**src/rtl/lsu_sequencer_if.sv**
```systemverilog
// Core-side request/response and data-memory port bundle for lsu_sequencer.
// slave = the sequencer's view; master = the core/memory environment's view.
interface lsu_sequencer_if;
  logic        req_valid;
  logic        req_ready;
  logic        req_is_store;
  logic [2:0]  req_func3;
  logic [31:0] req_addr;
  logic [31:0] req_wdata;
  logic        busy;
  logic        resp_valid;
  logic [31:0] resp_rdata;
  logic [1:0]  resp_err;
  logic        mem_req;
  logic        mem_we;
  logic [31:0] mem_addr;
  logic [3:0]  mem_wstrb;
  logic [31:0] mem_wdata;
  logic        mem_gnt;
  logic        mem_rvalid;
  logic [31:0] mem_rdata;

  modport slave (
    input  req_valid, req_is_store, req_func3, req_addr, req_wdata,
           mem_gnt, mem_rvalid, mem_rdata,
    output req_ready, busy, resp_valid, resp_rdata, resp_err,
           mem_req, mem_we, mem_addr, mem_wstrb, mem_wdata
  );

  modport master (
    output req_valid, req_is_store, req_func3, req_addr, req_wdata,
           mem_gnt, mem_rvalid, mem_rdata,
    input  req_ready, busy, resp_valid, resp_rdata, resp_err,
           mem_req, mem_we, mem_addr, mem_wstrb, mem_wdata
  );
endinterface

```
**src/rtl/lsu_sequencer.sv**
```systemverilog
// Multi-cycle RV32I load/store sequencer: one access per transaction, with
// alignment/func3 checking, lane steering, load extension and a stall timeout.
module lsu_sequencer #(
  parameter int unsigned TIMEOUT_CYCLES = 255
) (
  input logic            clk,
  input logic            rst,
  lsu_sequencer_if.slave bus
);
  localparam int unsigned CW   = (TIMEOUT_CYCLES < 2) ? 1 : $clog2(TIMEOUT_CYCLES);
  localparam int unsigned TMAX = (TIMEOUT_CYCLES == 0) ? 0 : TIMEOUT_CYCLES - 1;

  typedef enum logic [1:0] {S_IDLE, S_ISSUE, S_WAIT, S_RESP} state_e;

  state_e        state_q, state_d;
  logic          is_store_q, is_store_d;
  logic [2:0]    func3_q, func3_d;
  logic [31:0]   addr_q, addr_d;
  logic [31:0]   wdata_q, wdata_d;
  logic [CW-1:0] cnt_q, cnt_d;
  logic          req_ready_q, req_ready_d;
  logic          mem_req_q, mem_req_d;
  logic          resp_valid_q, resp_valid_d;
  logic [31:0]   resp_rdata_q, resp_rdata_d;
  logic [1:0]    resp_err_q, resp_err_d;

  logic [1:0]    chk;
  logic          timeout_hit;
  logic [1:0]    off;
  logic [3:0]    wstrb;
  logic [31:0]   wlane;

  // Illegal func3 outranks misalignment.
  function automatic logic [1:0] access_err(logic st, logic [2:0] f3, logic [1:0] a);
    logic legal;
    legal = st ? (f3 inside {3'b000, 3'b001, 3'b010})
               : (f3 inside {3'b000, 3'b001, 3'b010, 3'b100, 3'b101});
    if (!legal)                        return 2'b10;
    if (f3[1:0] == 2'b01 && a[0])      return 2'b01;
    if (f3[1:0] == 2'b10 && a != 2'b0) return 2'b01;
    return 2'b00;
  endfunction

  function automatic logic [31:0] load_ext(logic [2:0] f3, logic [1:0] o, logic [31:0] d);
    logic [31:0] sh;
    sh = d >> {o, 3'b000};
    case (f3)
      3'b000:  return {{24{sh[7]}}, sh[7:0]};
      3'b001:  return {{16{sh[15]}}, sh[15:0]};
      3'b010:  return d;
      3'b100:  return {24'h0, sh[7:0]};
      3'b101:  return {16'h0, sh[15:0]};
      default: return 32'h0;
    endcase
  endfunction

  assign chk         = access_err(bus.req_is_store, bus.req_func3, bus.req_addr[1:0]);
  assign timeout_hit = (TIMEOUT_CYCLES != 0) && (cnt_q == CW'(TMAX));
  assign off         = addr_q[1:0];

  always_comb begin
    wstrb = 4'b1111;
    wlane = wdata_q;
    case (func3_q[1:0])
      2'b00: begin wstrb = 4'b0001 << off; wlane = {4{wdata_q[7:0]}};  end
      2'b01: begin wstrb = 4'b0011 << off; wlane = {2{wdata_q[15:0]}}; end
      default: ;
    endcase
  end

  always_comb begin
    state_d      = state_q;
    is_store_d   = is_store_q;
    func3_d      = func3_q;
    addr_d       = addr_q;
    wdata_d      = wdata_q;
    cnt_d        = cnt_q;
    resp_rdata_d = resp_rdata_q;
    resp_err_d   = resp_err_q;
    case (state_q)
      S_IDLE: if (bus.req_valid) begin
        is_store_d = bus.req_is_store;
        func3_d    = bus.req_func3;
        addr_d     = bus.req_addr;
        wdata_d    = bus.req_wdata;
        cnt_d      = '0;
        if (chk != 2'b00) begin
          state_d      = S_RESP;
          resp_err_d   = chk;
          resp_rdata_d = 32'h0;
        end else begin
          state_d = S_ISSUE;
        end
      end
      S_ISSUE: begin
        if (cnt_q != '1) cnt_d = cnt_q + 1'b1;
        // Abort wins over a same-cycle grant; any later rvalid lands in IDLE/RESP.
        if (timeout_hit) begin
          state_d      = S_RESP;
          resp_err_d   = 2'b11;
          resp_rdata_d = 32'h0;
        end else if (bus.mem_gnt) begin
          state_d = S_WAIT;
        end
      end
      S_WAIT: begin
        if (cnt_q != '1) cnt_d = cnt_q + 1'b1;
        if (bus.mem_rvalid) begin
          state_d      = S_RESP;
          resp_err_d   = 2'b00;
          resp_rdata_d = is_store_q ? 32'h0 : load_ext(func3_q, off, bus.mem_rdata);
        end else if (timeout_hit) begin
          state_d      = S_RESP;
          resp_err_d   = 2'b11;
          resp_rdata_d = 32'h0;
        end
      end
      default: state_d = S_IDLE;
    endcase
    req_ready_d  = (state_d == S_IDLE);
    mem_req_d    = (state_d == S_ISSUE);
    resp_valid_d = (state_d == S_RESP);
  end

  always_ff @(posedge clk or posedge rst) begin
    if (rst) begin
      state_q      <= S_IDLE;
      is_store_q   <= 1'b0;
      func3_q      <= 3'b0;
      addr_q       <= 32'h0;
      wdata_q      <= 32'h0;
      cnt_q        <= '0;
      req_ready_q  <= 1'b1;
      mem_req_q    <= 1'b0;
      resp_valid_q <= 1'b0;
      resp_rdata_q <= 32'h0;
      resp_err_q   <= 2'b00;
    end else begin
      state_q      <= state_d;
      is_store_q   <= is_store_d;
      func3_q      <= func3_d;
      addr_q       <= addr_d;
      wdata_q      <= wdata_d;
      cnt_q        <= cnt_d;
      req_ready_q  <= req_ready_d;
      mem_req_q    <= mem_req_d;
      resp_valid_q <= resp_valid_d;
      resp_rdata_q <= resp_rdata_d;
      resp_err_q   <= resp_err_d;
    end
  end

  assign bus.req_ready  = req_ready_q;
  assign bus.busy       = !req_ready_q;
  assign bus.resp_valid = resp_valid_q;
  assign bus.resp_rdata = resp_rdata_q;
  assign bus.resp_err   = resp_err_q;
  assign bus.mem_req    = mem_req_q;
  assign bus.mem_we     = is_store_q;
  assign bus.mem_addr   = {addr_q[31:2], 2'b00};
  assign bus.mem_wstrb  = is_store_q ? wstrb : 4'b0000;
  assign bus.mem_wdata  = is_store_q ? wlane : 32'h0;
endmodule

```
**src/flat_wrapper.sv**
```systemverilog
// flat-port wrapper written by rule: the top's interface ports become plain ports
module lsu_sequencer_flat 
#(
  parameter int unsigned TIMEOUT_CYCLES = 255
)
  (clk, rst, bus_req_valid, bus_req_is_store, bus_req_func3, bus_req_addr, bus_req_wdata, bus_mem_gnt, bus_mem_rvalid, bus_mem_rdata, bus_req_ready, bus_busy, bus_resp_valid, bus_resp_rdata, bus_resp_err, bus_mem_req, bus_mem_we, bus_mem_addr, bus_mem_wstrb, bus_mem_wdata);
  lsu_sequencer_if bus_i ();
  input logic clk;
  input logic rst;
  input wire logic [$bits(bus_i.req_valid)-1:0] bus_req_valid;
  input wire logic [$bits(bus_i.req_is_store)-1:0] bus_req_is_store;
  input wire logic [$bits(bus_i.req_func3)-1:0] bus_req_func3;
  input wire logic [$bits(bus_i.req_addr)-1:0] bus_req_addr;
  input wire logic [$bits(bus_i.req_wdata)-1:0] bus_req_wdata;
  input wire logic [$bits(bus_i.mem_gnt)-1:0] bus_mem_gnt;
  input wire logic [$bits(bus_i.mem_rvalid)-1:0] bus_mem_rvalid;
  input wire logic [$bits(bus_i.mem_rdata)-1:0] bus_mem_rdata;
  output wire logic [$bits(bus_i.req_ready)-1:0] bus_req_ready;
  output wire logic [$bits(bus_i.busy)-1:0] bus_busy;
  output wire logic [$bits(bus_i.resp_valid)-1:0] bus_resp_valid;
  output wire logic [$bits(bus_i.resp_rdata)-1:0] bus_resp_rdata;
  output wire logic [$bits(bus_i.resp_err)-1:0] bus_resp_err;
  output wire logic [$bits(bus_i.mem_req)-1:0] bus_mem_req;
  output wire logic [$bits(bus_i.mem_we)-1:0] bus_mem_we;
  output wire logic [$bits(bus_i.mem_addr)-1:0] bus_mem_addr;
  output wire logic [$bits(bus_i.mem_wstrb)-1:0] bus_mem_wstrb;
  output wire logic [$bits(bus_i.mem_wdata)-1:0] bus_mem_wdata;
  assign bus_i.req_valid = bus_req_valid;
  assign bus_i.req_is_store = bus_req_is_store;
  assign bus_i.req_func3 = bus_req_func3;
  assign bus_i.req_addr = bus_req_addr;
  assign bus_i.req_wdata = bus_req_wdata;
  assign bus_i.mem_gnt = bus_mem_gnt;
  assign bus_i.mem_rvalid = bus_mem_rvalid;
  assign bus_i.mem_rdata = bus_mem_rdata;
  assign bus_req_ready = bus_i.req_ready;
  assign bus_busy = bus_i.busy;
  assign bus_resp_valid = bus_i.resp_valid;
  assign bus_resp_rdata = bus_i.resp_rdata;
  assign bus_resp_err = bus_i.resp_err;
  assign bus_mem_req = bus_i.mem_req;
  assign bus_mem_we = bus_i.mem_we;
  assign bus_mem_addr = bus_i.mem_addr;
  assign bus_mem_wstrb = bus_i.mem_wstrb;
  assign bus_mem_wdata = bus_i.mem_wdata;
  lsu_sequencer #(.TIMEOUT_CYCLES(TIMEOUT_CYCLES)) u_core (.clk(clk), .rst(rst), .bus(bus_i));
endmodule
```
**config.mk**
```make
export PLATFORM = sky130hd
export DESIGN_NAME = lsu_sequencer_flat
export DESIGN_NICKNAME = d
export VERILOG_FILES = /design/src/rtl/lsu_sequencer_if.sv /design/src/rtl/lsu_sequencer.sv /design/src/flat_wrapper.sv
export SDC_FILE = /design/constraint.sdc
export NUM_CORES = 1
export LEC_CHECK = 0
export CAP_MARGIN = 20
export CELL_PAD_IN_SITES_DETAIL_PLACEMENT = 0
export CELL_PAD_IN_SITES_GLOBAL_PLACEMENT = 2
export CORE_AREA = 2 2 145 147
export DETAILED_ROUTE_END_ITERATION = 10
export DIE_AREA = 0 0 147 149
export GPL_ROUTABILITY_DRIVEN = 0
export PLACE_DENSITY = 0.86
export SETUP_SLACK_MARGIN = 0.5
export SYNTH_ARGS = -nofsm -noshare
export SYNTH_HDL_FRONTEND = slang
export SYNTH_SLANG_ARGS = --single-unit
```
**constraint.sdc**
```tcl
create_clock -name clk -period 10.15 [get_ports clk]
set_clock_uncertainty 0.15 [all_clocks]
set_input_delay 1.5225 -clock clk [delete_from_list [all_inputs] [get_ports clk]]
set_output_delay 1.5225 -clock clk [all_outputs]
set_load 0.005 [all_outputs]
```
== Word level (Yosys, flattened, before mapping) ==
Index checks and enable logic that the tools add are counted.

* Register bits: 115
* Input bits: 105
* Output and inout bits: 107
* Word-level logic and storage cells: 91

* Add/sub/neg operators: 1
* Equality and inequality tests: 20
* Shift-type cells: 3
* Muxes and demuxes: 38
* Reduce and logical (&&, ||, !) cells: 18

{| class="wikitable"
|+ Operator list
! kind !! count
|-
| 2-to-1 mux 32 bit || 6
|-
| one-hot mux 32 bit (5 select lines) || 1
|-
| one-hot mux 32 bit (3 select lines) || 1
|-
| one-hot mux 32 bit (2 select lines) || 1
|-
| 2-to-1 mux 2 bit || 16
|-
| right shift 32 x 5 -> 16 bit || 1
|-
| 2-to-1 mux 8 bit || 2
|-
| one-hot mux 8 bit (2 select lines) || 1
|-
| == test 3 bit, second input constant || 4
|-
| one-hot mux 2 bit (3 select lines) || 2
|-
| adder 8 x 1 -> 8 bit, second input constant || 1
|-
| == test 2 x 1 -> 1 bit, second input constant || 4
|-
| == test 8 bit, second input constant || 1
|-
| != test 8 bit, second input constant || 1
|-
| one-hot mux 4 bit (2 select lines) || 1
|-
| == test 2 bit, second input constant || 3
|-
| == test 3 x 1 -> 1 bit, second input constant || 2
|-
| == test 3 x 2 -> 1 bit, second input constant || 2
|-
| logical NOT 2 bit || 3
|-
| logical NOT 3 bit || 2
|-
| 2-to-1 mux 1 bit || 6
|-
| AND reduction 3 bit || 2
|-
| nonzero test 2 bit || 3
|-
| nonzero test 3 bit || 2
|-
| other kinds (10) || 12
|}

== Longest topological paths before layout ==
* Depth after elaboration: 14
* Depth in mapped cells: 8
* Mapped depth without buffers: 7

== Worst setup path after synthesis ==
Ideal clock, no wire load.

* Path type: register to output
* Start point: register u_core.func3_q[0]
* End point: output bus_mem_wdata[25]
* Data arrival time: 1.446 ns
* Required time: 8.477 ns
* Path slack: 7.032 ns
* Cell stages (with the launch flop): 6
* Buffers on the path: 2
* Cell sequence: dfrtp_1 clkbuf_1 buf_1 mux2i_1 o21ai_0 and2_1

* Word-level cells in the longest chain between the ends: 3
* Elaborated cells between the ends (all ways): 4
* Classes of those cells: eq/ne: 1; mux: 2; reduce/logical: 1

{| class="wikitable"
|+ Ends and longest elaborated chain
! element !! RTL line !! text
|-
| start: declaration || lsu_sequencer.sv:17 || <nowiki>logic [2:0] func3_q, func3_d;</nowiki>
|-
| start signal: assignment || lsu_sequencer.sv:141 || <nowiki>func3_q <= func3_d;</nowiki>
|-
| == test 2 x 1 -> 1 bit / logical NOT 2 bit (equally long branches) || lsu_sequencer.sv:64 || <nowiki>case (func3_q[1:0])</nowiki>
|-
| one-hot mux 32 bit (2 select lines) (*) || lsu_sequencer.sv:64 ||
|-
| 2-to-1 mux 32 bit (*) || lsu_sequencer.sv:162 || <nowiki>assign bus.mem_wdata = is_store_q ? wlane : 32'h0;</nowiki>
|-
| end: declaration || flat_wrapper.sv:27 || <nowiki>output wire logic [$bits(bus_i.mem_wdata)-1:0] bus_mem_wdata;</nowiki>
|}

Every way passes the cells marked *; elsewhere a longest branch is shown, timed or not.

== Final worst setup path ==
* Start point: register u_core.addr_q[1]
* End point: output bus_mem_wstrb[2]

* Word-level cells in the longest chain between the ends: 3
* Elaborated cells between the ends (all ways): 4
* Classes of those cells: shift: 2; mux: 2

{| class="wikitable"
|+ Ends and longest elaborated chain
! element !! RTL line !! text
|-
| start: declaration || lsu_sequencer.sv:18 || <nowiki>logic [31:0] addr_q, addr_d;</nowiki>
|-
| start signal: assignment || lsu_sequencer.sv:142 || <nowiki>addr_q <= addr_d;</nowiki>
|-
| left shift 2 x 2 -> 4 bit / left shift 1 x 2 -> 4 bit (equally long branches) || lsu_sequencer.sv:66, lsu_sequencer.sv:65 ||
|-
| one-hot mux 4 bit (2 select lines) (*) || lsu_sequencer.sv:64 ||
|-
| 2-to-1 mux 4 bit (*) || lsu_sequencer.sv:161 || <nowiki>assign bus.mem_wstrb = is_store_q ? wstrb : 4'b0000;</nowiki>
|-
| end: declaration || flat_wrapper.sv:26 || <nowiki>output wire logic [$bits(bus_i.mem_wstrb)-1:0] bus_mem_wstrb;</nowiki>
|}

Marks and branches as above.

==> impl_metrics.toml <==
[pwr]
powerDensity_mw_per_mm2 = 304.0
static-leakage-power_nw = 3.633
power.total_mw = 2.677
maximum_ir_drop_on_the_vdd_rail_uv = 137.2

[worst_setup_path]
number_of_cells_on_the_critical_path = 4
timing.rr.start = "u_core.state_q[0]"
timing.critical_path.cells = "nor2b_1 -> a211oi_1 -> nor2b_1 -> clkdlybuf4s50_1"
worst_r2r_path_depth = 7
crit_slowest_cell = "sky130_fd_sc_hd__nor2b_1"
crit_path_start_kind = "flop"
setup.worst_path.end_class = "primary output"
critical_path.n_buffers_inverters = 1
critical-path-max-stage-delay_ns = 0.81
path_class = "flop to primary output"
critPathTopFamily = "simple AND/OR/NAND/NOR gates"
slack_of_the_worst_reg_to_reg_path_ns = 7.16
critical_path.reg2reg.endpoint = "u_core.bus.resp_rdata[17]"
worst-endpoint-arrival_ns = 2.87
cpMostUsedCell = "sky130_fd_sc_hd__nor2b_1"
critical_path_peak_fanout = 15
timing.critical_path.required_ns = 8.48

[hold_path]
hold_class = "flop to flop"
hold_path_depth = 2
worst_hold_path.endpoint = "u_core.bus.resp_rdata[18]"
hp-start = "u_core.bus.resp_rdata[18]"

[route]
drtIter0Drc = 237
drt_first_pass_iters = 5
drt.antenna.violating_nets = 0
viasPerCell = 4.836
routed_wl_um = 18180
routed_wire_length_per_instance_um = 17.79
detailroute.via_count = 4942
remaining_drc_errors = 0

[yosys]
postSynth.topFlopCell = "sky130_fd_sc_hd__dfrtp_1"
total_of_flip_flops_plus_latches_after_synthesis = 115
post_synth_instance_area_mm2 = 0.006025
synth_sequential_area_ratio_pct = 47.79
synth_cells = 566
synth_area_per_cell_um2 = 10.64
post_synth_most_frequent_cells = "sky130_fd_sc_hd__dfrtp_1, sky130_fd_sc_hd__mux2_2, sky130_fd_sc_hd__nand2_1"
number_of_flops_mapped_to_enable_cells_by_yosys = 0
ys_warn_count = 0
synth_area_leaders = "sky130_fd_sc_hd__dfrtp_1, sky130_fd_sc_hd__mux2_2, sky130_fd_sc_hd__buf_4"
synthDominantCellAreaShare_pct = 47.35
synth.distinct_cells = 53
synth_async_sr_flop_share_pct = 100.0
post-synth-top-count-cell = "sky130_fd_sc_hd__dfrtp_1"
yosysTopAreaCell = "sky130_fd_sc_hd__dfrtp_1"

[clock_tree]
tritoncts_clock_tree = "built"
clock_path_buffers = 2
cts_inserted_buffers = 17
clock_insertion_delay_worst_skew_ns = 0.41
cts_max_level = 4
cts_hold_buf = 0
postCtsResizedCells = 0
cts_setup_buffers = 0
root_buffer = "sky130_fd_sc_hd__clkbuf_16"
clkSinkCount = 115
clk_pin_slew_ns = 0.06

[cells_and_area]
nets = 847
stdcell_area_mm2 = 0.008805
area_growth_pct = 46.15
layout-drive-gt1-share_pct = 16.47
antenna_cells = 0

[job]
count_of_max_cap_constraint_violations = 0

[placed_design]
portBuffers = 209
dp.final_hpwl_um = 13220
dpl_cell_area_mm2 = 0.008153

[grt]
grt_max_degree = 79
grt_first_pass_wirelength_um = 28420
globalRouteTotalUtil_pct = 16.66
grtUsageMet1_pct = 21.00
grt_use_met3_pct = 6.055
gr_peak_layer = "met2"
number_of_antenna_violations_at_the_first_check_in_global_routing = 0
grt_use_met2_pct = 26.60
grt_pass1_vias = 5087
grt.overflow.total = 0

[floorplanning]
core.rowCount = 53
die_area_mm2 = 0.02190
die_width_um = 147
core_region_area_mm2 = 0.02056
ioPinCount = 212
floorplan.initialDensity_pct = 29.31
floorplan.die.height_um = 149

[timing]
setup_viol_count_final = 0
finalMaxSlewViolations = 0
worst_slew_margin_rel_pct = 29.86
period_needed_ns = 4.545
timing.hold.ws_ns = 0.3322
final_hold_viol_count = 0
rsz0062_at_grt = "false"
fin_crit_sh_pct = 44.78
tightestPinTransition_ns = 1.048
peak_freq_mhz = 220.0
fin_tns_setup_ns = 0

[outcome]
outcome = "finished clean"
[cell families (layout without fill, tap and decap cells)]
logic type | count (synthesis) | in the layout | share of synthesized area, %
AOI/OAI and AO/OA | 127 | 127 | 14.31
and+or+nand+nor | 142 | 142 | 11.32
other | 1 | 2 | 0.06225
buffers and inverters | 74 | 254 | 6.812
adders and majority gates | 7 | 7 | 1.454
DFF | 115 | 115 | 47.79
xor gates and xnor gates | 6 | 6 | 0.8723
muxes | 94 | 94 | 17.38
[worst min-delay path, cell delays in order (launching register included)]
cell and delay, ns:
sky130_fd_sc_hd__dfrtp_1 0.34, sky130_fd_sc_hd__nand2_1 0.05, sky130_fd_sc_hd__o21ai_1 0.06
[through the flow]
step                      std cells  util (%)  setup slack (ns)
after global routing           1022     42.83             5.375
final                          1022     42.83             5.605
after global placement          989     39.53             6.010
after floorplan                 567         -             5.435
after detailed placement        990     39.66             5.916
after CTS                      1021     42.70             5.586
[flip-flops by register name, indices dropped and copies added, names as in the netlist, 2 cells and up]
name                   flops
u_core.func3_q             3
u_core.cnt_q               8
u_core.bus.resp_rdata     32
u_core.wdata_q            32
u_core.addr_q             32
u_core.state_q             2
u_core.bus.resp_err        2
[area by class of cell]
type                            instances  area, µm²
Clock buffer                           19      442.9
Sequential cell                       115       2880
Inverter                                9      36.28
Clock inverter                         12      181.4
Tap cell                              275      344.1
Multi-Input combinational cell        378       2750
Timing Repair Buffer                  214       2170
Fill cell                            1945      11750
[report_power, final]
group          switching (mW)  total (mW)  internal [mW]
Combinational           0.535        1.22          0.687
Sequential              0.184       0.812          0.628
Clock                   0.226       0.643          0.417
Total                   0.944        2.68           1.73
[how the worst max path moves through the flow]
stage | slack, ns | endpoint | start
floorplan | 5.44 | u_core.addr_q[0] | rst
global placement | 6.01 | u_core.bus.resp_rdata[30] | bus_req_func3[0]
detailed placement | 5.92 | u_core.bus.resp_rdata[17] | bus_req_valid
CTS | 5.59 | bus_mem_wstrb[2] | u_core.addr_q[1]
global route | 5.37 | bus_mem_wstrb[2] | u_core.addr_q[1]
finish | 5.60 | bus_mem_wstrb[2] | u_core.addr_q[1]
[cells in the final DEF, fill, tap and decap left out, types with 16 or more instances in the layout]
master,Yosys,routed
sky130_fd_sc_hd__nor2b_1,16,16
sky130_fd_sc_hd__clkdlybuf4s50_1,0,209
sky130_fd_sc_hd__nand2_1,64,63
sky130_fd_sc_hd__mux2i_1,18,18
sky130_fd_sc_hd__and2_1,18,18
sky130_fd_sc_hd__a21oi_1,20,20
sky130_fd_sc_hd__o21ai_0,25,25
sky130_fd_sc_hd__a22o_1,17,17
sky130_fd_sc_hd__mux2_2,75,75
sky130_fd_sc_hd__nor2_1,20,20
sky130_fd_sc_hd__o21ai_1,17,16
sky130_fd_sc_hd__clkbuf_16,0,17
sky130_fd_sc_hd__dfrtp_1,114,113
[routing by layer]
| metal | vias to the layer above | routed length (µm) |
|---|---|---|
| li1 | 2306 | - |
| met1 | 2412 | 7922 |
| met2 | 203 | 8367 |
| met3 | 21 | 1609 |
| met4 | 0 | 278 |
| met5 | - | 0 |
Note: power is estimated with default switching activity, not from simulation.
